$ cat config.mk
export PLATFORM = sky130hd
export DESIGN_NAME = exec_control
export DESIGN_NICKNAME = d
export VERILOG_FILES = /design/src/rtl/exec_control.sv
export SDC_FILE = /design/constraint.sdc
export NUM_CORES = 1
export LEC_CHECK = 0
export ABC_AREA = 1
export BUFFER_PORTS_ARGS = -buffer_cell sky130_fd_sc_hd__clkbuf_2
export CAP_MARGIN = 20
export CORE_AREA = 2 2 96 98
export DETAILED_ROUTE_END_ITERATION = 10
export DIE_AREA = 0 0 98 100
export GPL_TIMING_DRIVEN = 0
export PLACE_DENSITY = 0.79
export SYNTH_ARGS = -nofsm -noshare
export SYNTH_HDL_FRONTEND = slang
export SYNTH_SLANG_ARGS = --single-unit
$ cat constraint.sdc
create_clock -name clk -period 2.6 [get_ports clk]
set_input_delay 0.13 -clock clk [delete_from_list [all_inputs] [get_ports clk]]
set_output_delay 0.13 -clock clk [all_outputs]
set_load 0.01 [all_outputs]
$ cat src/rtl/exec_control.sv
// Multi-cycle execute unit behind the instruction fetch ROM: latch, decode and execute one
// instruction on a private six-entry register file, then signal done or branch to fetch.
module exec_control #(
  parameter int OP_SIZE  = 4,
  parameter int ARG_SIZE = 3,
  parameter int ARG_NUM  = 2,
  parameter int DATA_W   = 8,
  parameter int ADDR_W   = 4,
  localparam int INSTR_W = OP_SIZE + ARG_NUM * ARG_SIZE
) (
  input  logic                clk,
  input  logic                rst,
  input  logic                run,
  input  logic [INSTR_W-1:0]  instruction,
  input  logic [DATA_W-1:0]   din,
  input  logic                din_valid,
  output logic                din_ready,
  output logic                done,
  output logic                branch,
  output logic [ADDR_W-1:0]   branchaddress,
  output logic                busy,
  output logic                carry,
  input  logic [ARG_SIZE-1:0] dbg_sel,
  output logic [DATA_W-1:0]   dbg_data
);

  localparam logic [OP_SIZE-1:0] OP_LOAD = OP_SIZE'(4'b0000);
  localparam logic [OP_SIZE-1:0] OP_MOVE = OP_SIZE'(4'b0001);
  localparam logic [OP_SIZE-1:0] OP_ADD  = OP_SIZE'(4'b0010);
  localparam logic [OP_SIZE-1:0] OP_XOR  = OP_SIZE'(4'b0011);
  localparam logic [OP_SIZE-1:0] OP_BR   = OP_SIZE'(4'b1000);
  localparam int                 RF_N    = 2 ** ARG_SIZE;

  typedef enum logic [3:0] {
    S_FETCH, S_DECODE, S_LOAD, S_MOVE, S_ALU_A, S_ALU_G, S_WB, S_BRANCH, S_DONE
  } state_t;

  state_t              r_state, w_next;
  logic [INSTR_W-1:0]  r_ir;
  logic [DATA_W-1:0]   r_a, r_g;
  logic                r_carry;
  logic [DATA_W-1:0]   r_regs [1:6];

  logic [DATA_W-1:0]   w_rf [0:RF_N-1];
  logic [OP_SIZE-1:0]  w_op;
  logic [ARG_SIZE-1:0] w_rx, w_ry;
  logic [DATA_W-1:0]   w_rx_val, w_ry_val;
  logic                w_wr_en;
  logic [DATA_W-1:0]   w_wr_data;
  logic [DATA_W:0]     w_sum;

  function automatic logic [DATA_W:0] alu_add(input logic [DATA_W-1:0] a,
                                              input logic [DATA_W-1:0] b);
    return {1'b0, a} + {1'b0, b};
  endfunction

  // Operands always come from the latched IR, never the live ROM word.
  assign w_op = r_ir[INSTR_W-1 -: OP_SIZE];
  assign w_rx = r_ir[2*ARG_SIZE-1 -: ARG_SIZE];
  assign w_ry = r_ir[ARG_SIZE-1:0];

  // NA (0) and PC (7) have no storage and read as zero.
  always_comb begin
    for (int i = 0; i < RF_N; i++) w_rf[i] = '0;
    for (int i = 1; i <= 6; i++) w_rf[i] = r_regs[i];
  end

  assign w_rx_val = w_rf[w_rx];
  assign w_ry_val = w_rf[w_ry];
  assign w_sum    = alu_add(r_a, w_ry_val);
  assign dbg_data = w_rf[dbg_sel];

  always_ff @(posedge clk or posedge rst) begin
    if (rst) r_state <= S_FETCH;
    else     r_state <= w_next;
  end

  always_comb begin
    w_next    = r_state;
    w_wr_en   = 1'b0;
    w_wr_data = r_g;
    case (r_state)
      S_FETCH:  if (run) w_next = S_DECODE;
      S_DECODE: begin
        case (w_op)
          OP_LOAD:        w_next = S_LOAD;
          OP_MOVE:        w_next = S_MOVE;
          OP_ADD, OP_XOR: w_next = S_ALU_A;
          OP_BR:          w_next = S_BRANCH;
          default:        w_next = S_DONE;
        endcase
      end
      S_LOAD: begin
        if (din_valid) begin
          w_wr_en   = 1'b1;
          w_wr_data = din;
          w_next    = S_DONE;
        end
      end
      S_MOVE: begin
        w_wr_en   = 1'b1;
        w_wr_data = w_ry_val;
        w_next    = S_DONE;
      end
      S_ALU_A:  w_next = S_ALU_G;
      S_ALU_G:  w_next = S_WB;
      S_WB: begin
        w_wr_en   = 1'b1;
        w_wr_data = r_g;
        w_next    = S_DONE;
      end
      S_BRANCH: w_next = S_FETCH;
      S_DONE:   w_next = S_FETCH;
      default:  w_next = S_FETCH;
    endcase
  end

  always_ff @(posedge clk or posedge rst) begin
    if (rst) begin
      r_ir    <= '0;
      r_a     <= '0;
      r_g     <= '0;
      r_carry <= 1'b0;
    end else begin
      if (r_state == S_FETCH && run) r_ir <= instruction;
      if (r_state == S_ALU_A) r_a <= w_rx_val;
      if (r_state == S_ALU_G) begin
        if (w_op == OP_ADD) {r_carry, r_g} <= w_sum;
        else                r_g <= r_a ^ w_ry_val;
      end
    end
  end

  // Writes addressed to NA or PC match no entry and are dropped.
  always_ff @(posedge clk or posedge rst) begin
    if (rst) begin
      for (int i = 1; i <= 6; i++) r_regs[i] <= '0;
    end else begin
      for (int i = 1; i <= 6; i++)
        if (w_wr_en && w_rx == ARG_SIZE'(i)) r_regs[i] <= w_wr_data;
    end
  end

  assign din_ready     = (r_state == S_LOAD);
  assign done          = (r_state == S_DONE);
  assign branch        = (r_state == S_BRANCH);
  assign branchaddress = branch ? r_ir[ADDR_W-1:0] : '0;
  assign busy          = (r_state != S_FETCH);
  assign carry         = r_carry;

endmodule
==> results of run 1 <==
-- registers in the layout, summed over array words and instances (netlist names) --
signal / cells
r_state: 4
carry: 1
r_g: 8
r_regs: 48
r_a: 8
r_ir: 10
-- cell type report --
type	instances	share of cell area (%)
Multi-Input combinational cell	578	46.4
Sequential cell	79	34.2
Inverter	111	7.36
Timing Repair Buffer	44	4.37
Tap cell	111	2.40
Clock buffer	9	2.14
Buffer	24	1.90
Clock inverter	6	1.21
-- metal layers --
layer / global-route usage [%] / up-vias
li1: - / 2602
met1: 50.9 / 2527
met2: 56.3 / 326
met3: 7.03 / 67
met4: 14.3 / 0
met5: 0 / -
-- power breakdown --
part | total (µW) | leakage, µW | internal [µW] | switching (µW)
sequential | 2160 | 0.00101 | 1690 | 468
clock | 958 | 0.0000883 | 446 | 512
combinational | 3570 | 0.00209 | 1060 | 2510
total | 6680 | 0.00319 | 3190 | 3490
-- placed cells by master (no fill, tap or decap), drive strengths merged, types with 7 or more instances in the layout --
cell type,netlist,final
clkbuf,14,68
buf,10,7
o22ai,7,7
clkinv,8,8
nand2,333,333
nand3,86,86
dfrtp,79,79
o21ai,44,44
ha,8,8
nor2,43,43
o2111ai,7,7
a21oi,35,35
inv,103,105
-- worst max-delay path: cells and delay by family, from the launching register on --
kind | cells | cell delay [ps]
XOR/XNOR | 1 | 170
AND/OR/NAND/NOR | 5 | 430
AO/OA/AOI/OAI | 1 | 180
adder cells (fa/ha/maj) | 2 | 570
buffers and inverters | 5 | 520
flip-flops | 1 | 470
-- timing repair --
action                                  CTS  global route
hold endpoints to repair                 79             1
hold buffers                              1             1
resized for setup                         0            13
endpoints found under the setup margin    0             7
-- stage by stage --
stage / cell area, µm² / setup slack [ps] / util [%]
CTS: 5760 / 24.5 / 64.7
global placement: 5520 / -419 / 62.1
floorplan: 5180 / 447 / -
detailed placement: 5550 / 77.8 / 62.4
finish: 5780 / 154 / 65.0
global route: 5780 / 10.2 / 65.0
-- worst max-delay path by stage --
stage                     startpoint          to  slack [ps]  cells after the start
after floorplan                  rst       carry         450                      1
after global placement           rst  r_regs[26]        -420                      2
after detailed placement     r_ir[0]      r_g[4]          80                     14
after CTS                    r_ir[0]      r_g[4]          20                     14
after global routing         r_ir[0]      r_g[7]          10                     15
final                        r_ir[0]      r_g[2]         150                     14
-- cell families after synthesis --
logic type	share of synthesized area, %
adder cells (fa/ha/maj)	2.32
multiplexers	0.217
buffers and inverters	10.1
flip-flops	38.2
AO/OA/AOI/OAI	10.8
XOR/XNOR	0.338
AND/OR/NAND/NOR	38.1
==> flow_summary.json, run 1 <==
{
  "portBuffers": 41,
  "cp_slowest_cell": "dfrtp_2",
  "cts-root-buf": "clkbuf_8",
  "yosys.area.top_type": "dfrtp_1",
  "synthTopCellsByCount": "nand2_1, inv_1, dfrtp_1",
  "fmax_mhz": 409,
  "reg2reg_from": "r_ir[0]",
  "drt-met1-wl_mm": 7.18,
  "nFillCells": 823,
  "ys_seq_area_share_pct": 38.2,
  "num-nets-final": 881,
  "synthCells": 792,
  "drive_gt1_share_pct": 11.0,
  "place_hpwl_mm": 12.7,
  "drtPass1Iterations": 6,
  "max_stage_delay_ps": 470,
  "clock-sinks": 79,
  "outcome": "finished clean",
  "antenna_found_initial": 0,
  "rrSetupSlack_ps": 150,
  "clock_path_buffers": 2,
  "ir_drop_v": 0.000612,
  "critPathArrivalTime_ps": 2720,
  "power_density_nw_per_um2": 1160,
  "die_h_um": 100,
  "cts_tree": "yes",
  "yosysWarningCount": 0,
  "grt_usage_pct": 36.4,
  "reg2regPathDepth": 14,
  "whs_ps": 23.1,
  "cap_violations": 0,
  "synth_nets": 826,
  "fin_crit_sh_pct": 94.1,
  "cts_setup_buffers": 0,
  "antennaDiodeCount": 0,
  "clk_pin_slew_worst_paths_ps": 90,
  "worst_slew_pin_slew_ps": 759,
  "worstPathMaxFanout": 10,
  "htreeDepth": 3,
  "power.total_uw": 6680,
  "gp_congestion": 1.07,
  "synth_area_leaders": "dfrtp_1, nand2_1, nand3_1",
  "grt_pass1_vias": 5053,
  "cp-start-kind": "flip-flop",
  "rsz0062_at_grt": "false",
  "synth_area_um2": 5180,
  "grt_overflow": 0,
  "vias": 5522,
  "synthArstFlopShare_pct": 100,
  "hp-start": "instruction[0]",
  "cts_buffers": 9,
  "crit_chain": "inv_2, clkbuf_4, nand2_1, nand3_1, nand2_1, nand2_1, inv_1, ha_1, inv_1, fa_1, inv_1, nand2_1, xor2_1, o21ai_0",
  "grt_max_degree": 74,
  "fin_skew_ps": 7.21,
  "yosysMostFrequentCell": "nand2_1",
  "ys_ff_latch": 79,
  "wl_met3_mm": 1.67,
  "final_antenna_net_count": 0,
  "clk_latency_ps": 360,
  "synthFlopType": "dfrtp_1",
  "critPathKind": "reg -> reg",
  "drt-total-wl_mm": 17.5,
  "finalSetupTns_ps": 0,
  "grt_pass1_wl_mm": 27.3,
  "initial_core_util_pct": 58.2,
  "synth.distinct_cells": 31,
  "period_minus_slack_ps": 2450,
  "reg2reg_to": "r_g[2]",
  "die_area_um2": 9800,
  "synth_edf_count": 0,
  "leakage_uw": 0.00319,
  "wire_per_inst_um": 18.2,
  "placementRows": 35,
  "whs_path_depth": 3,
  "cp-end-kind": "flip-flop",
  "multiInputGateArea_um2": 2680,
  "seq_area_um2": 1980,
  "met2_wirelength_mm": 7.91,
  "syn_avg_cell_area_um2": 6.54,
  "crit_top_cell": "nand2_1",
  "hold_violations": 0,
  "min_to": "r_ir[0]",
  "fin_cells": 962,
  "drt-initial-drc-count": 547,
  "chipWidth_um": 98,
  "highest_layer": "met4",
  "min_path_type": "in -> reg",
  "ioPinCount": 42,
  "synthToLayoutAreaGrowth_pct": 11.7,
  "drc": 0,
  "setup_viol": 0,
  "core_region_area_um2": 8890,
  "critPathRequiredTime_ps": 2870,
  "finalMaxSlewViolations": 0,
  "vias_per_cell": 5.74,
  "numPlacedInstances": 945,
  "synth_top_area_share_pct": 38.2,
  "relSlewSlack_pct": 49.4
}
Power figures use the tool's default switching activity.
==> run 2, diff against run 1 <==
RECOVER_POWER = 100   (was default)
==> run 2 against run 1 <==
  * Critical endpoint unchanged
  * Sequential share of layout area increased by 0.19 points
  * Clock-buffer cell count unchanged
  * Final cell count unchanged
  * Clock skew decreased by 2.3 ps
  * Highest routed layer unchanged
==> flow_summary.json, run 2 (same netlist as run 1, synthesis figures left out) <==
{
  "die_h_um": 100,
  "cp_slowest_cell": "dfrtp_2",
  "largest_register_ffs": 48,
  "placementRows": 35,
  "final_cell_mix": "nand2_1, inv_1, dfrtp_1",
  "cp-end-kind": "flip-flop",
  "cts-root-buf": "clkbuf_8",
  "startpoint": "r_ir[0]",
  "cts_buffers": 9,
  "gp_congestion": 1.07,
  "ir_drop_v": 0.000616,
  "relSlewSlack_pct": 50.9,
  "initial_core_util_pct": 58.2,
  "finalSetupTns_ps": 0,
  "reg2reg_from": "r_ir[0]",
  "critPathRequiredTime_ps": 2870,
  "worst_slew_pin_slew_ps": 737,
  "wire_per_inst_um": 18.1,
  "vias": 5511,
  "synthToLayoutAreaGrowth_pct": 11.0,
  "crit_end": "r_g[2]",
  "drt-total-wl_mm": 17.4,
  "vias_per_cell": 5.73,
  "drt-initial-drc-count": 625,
  "chipWidth_um": 98,
  "htreeDepth": 3,
  "nFillCells": 834,
  "crit_chain": "inv_2, clkbuf_4, nand2_1, nand3_1, nand2_1, nand2_1, inv_1, ha_1, inv_1, fa_1, inv_1, nand2_1, xor2_1, o21ai_0",
  "clock-sinks": 79,
  "critPathArrivalTime_ps": 2700,
  "crit_top_cell": "nand2_1",
  "core_region_area_um2": 8890,
  "antenna_found_initial": 0,
  "cts_tree": "yes",
  "clock_path_buffers": 2,
  "grt_usage_pct": 36.4,
  "cp-start-kind": "flip-flop",
  "place_hpwl_mm": 12.7,
  "grt_pass1_wl_mm": 27.3,
  "max_stage_delay_ps": 470,
  "clk_pin_slew_worst_paths_ps": 90,
  "fmax_mhz": 412,
  "rrSetupSlack_ps": 170,
  "reg.largest.list": "r_regs: 48 flops, r_ir: 10 flops",
  "drc": 0,
  "clk_latency_ps": 360,
  "worstPathMaxFanout": 10,
  "setup_viol": 0,
  "cap_violations": 0,
  "leakage_uw": 0.00312,
  "period_minus_slack_ps": 2430,
  "finalMaxSlewViolations": 0,
  "reg2regPathDepth": 14,
  "grt_overflow": 0,
  "antennaDiodeCount": 0,
  "final_common_cell": "nand2_1",
  "regMostFlops": "r_regs",
  "ioPinCount": 42,
  "critPathKind": "reg -> reg",
  "outcome": "finished clean",
  "fin_ws_ps": 175,
  "power_density_nw_per_um2": 1160,
  "num-nets-final": 881,
  "place_worst_setup_slack_ps": 77.8,
  "final_antenna_net_count": 0,
  "reg2reg_to": "r_g[2]",
  "grt_pass1_vias": 5053,
  "fin_crit_sh_pct": 93.3,
  "die_area_um2": 9800,
  "hold_violations": 0,
  "drtPass1Iterations": 6,
  "min_path_type": "in -> reg",
  "whs_path_depth": 3,
  "fin_skew_ps": 4.89,
  "drive_gt1_share_pct": 8.70,
  "grt_max_degree": 74,
  "rsz0062_at_grt": "false",
  "portBuffers": 41,
  "power.total_uw": 6660
}
==> run 2: worst max-delay path, delay by kind of cell, from the launching register on <==
family	cells	cell delay (ps)
AO/OA/AOI/OAI	1	170
adder cells (fa/ha/maj)	2	570
buffers and inverters	5	530
XOR/XNOR	1	170
flip-flops	1	470
AND/OR/NAND/NOR	5	430
==> run 2: how the worst min path moves through the flow <==
stage / from / slack, ps / endpoint
global route: instruction[6] / 10 / r_ir[6]
finish: instruction[0] / 20 / r_ir[0]
global placement: instruction[7] / 370 / r_ir[7]
CTS: instruction[7] / 7 / r_ir[7]
floorplan: instruction[7] / 280 / r_ir[7]
detailed placement: rst / 20 / r_ir[8]
==> run 2: final cells by class <==
class	count	area, µm²	share of cell area, %
buffer	24	108	1.87
clock buffer	9	124	2.15
clock inverter	6	70.1	1.22
inverter	111	424	7.38
multi-input combinational	578	2670	46.5
sequential	79	1980	34.4
tap	111	139	2.42
timing repair buffer	44	233	4.05
==> run 2: timing repair <==
action / 4_1_cts / 5_1_grt
hold buffers: 1 / 1
resized for setup: 0 / 13
buffers inserted: 0 / 0
setup endpoints to repair: 0 / 7
hold endpoints to repair: 79 / 1
==> run 2: power breakdown <==
part	total [µW]	leakage (µW)	internal [µW]	switching, µW
sequential	2150	0.00101	1690	465
clock	961	0.0000883	445	515
combinational	3540	0.00202	1040	2500
total	6660	0.00312	3170	3490
==> run 2: per-stage QoR <==
step	hold slack, ps	utilization [%]	instances	cell area (µm²)
2_1_floorplan	281	-	792	5180
3_3_place_gp	367	62.1	944	5520
3_5_place_dp	15.9	62.4	945	5550
4_1_cts	6.64	64.7	961	5760
5_1_grt	11.5	64.7	962	5750
6_report	17.6	64.7	962	5750
==> run 2: layer usage <==
layer	routed length (µm)	up-vias	global-route usage (%)
met5	0	-	0
li1	-	2604	-
met1	7160	2557	50.9
met3	1680	52	7.03
met2	8000	298	56.3
met4	615	0	14.3
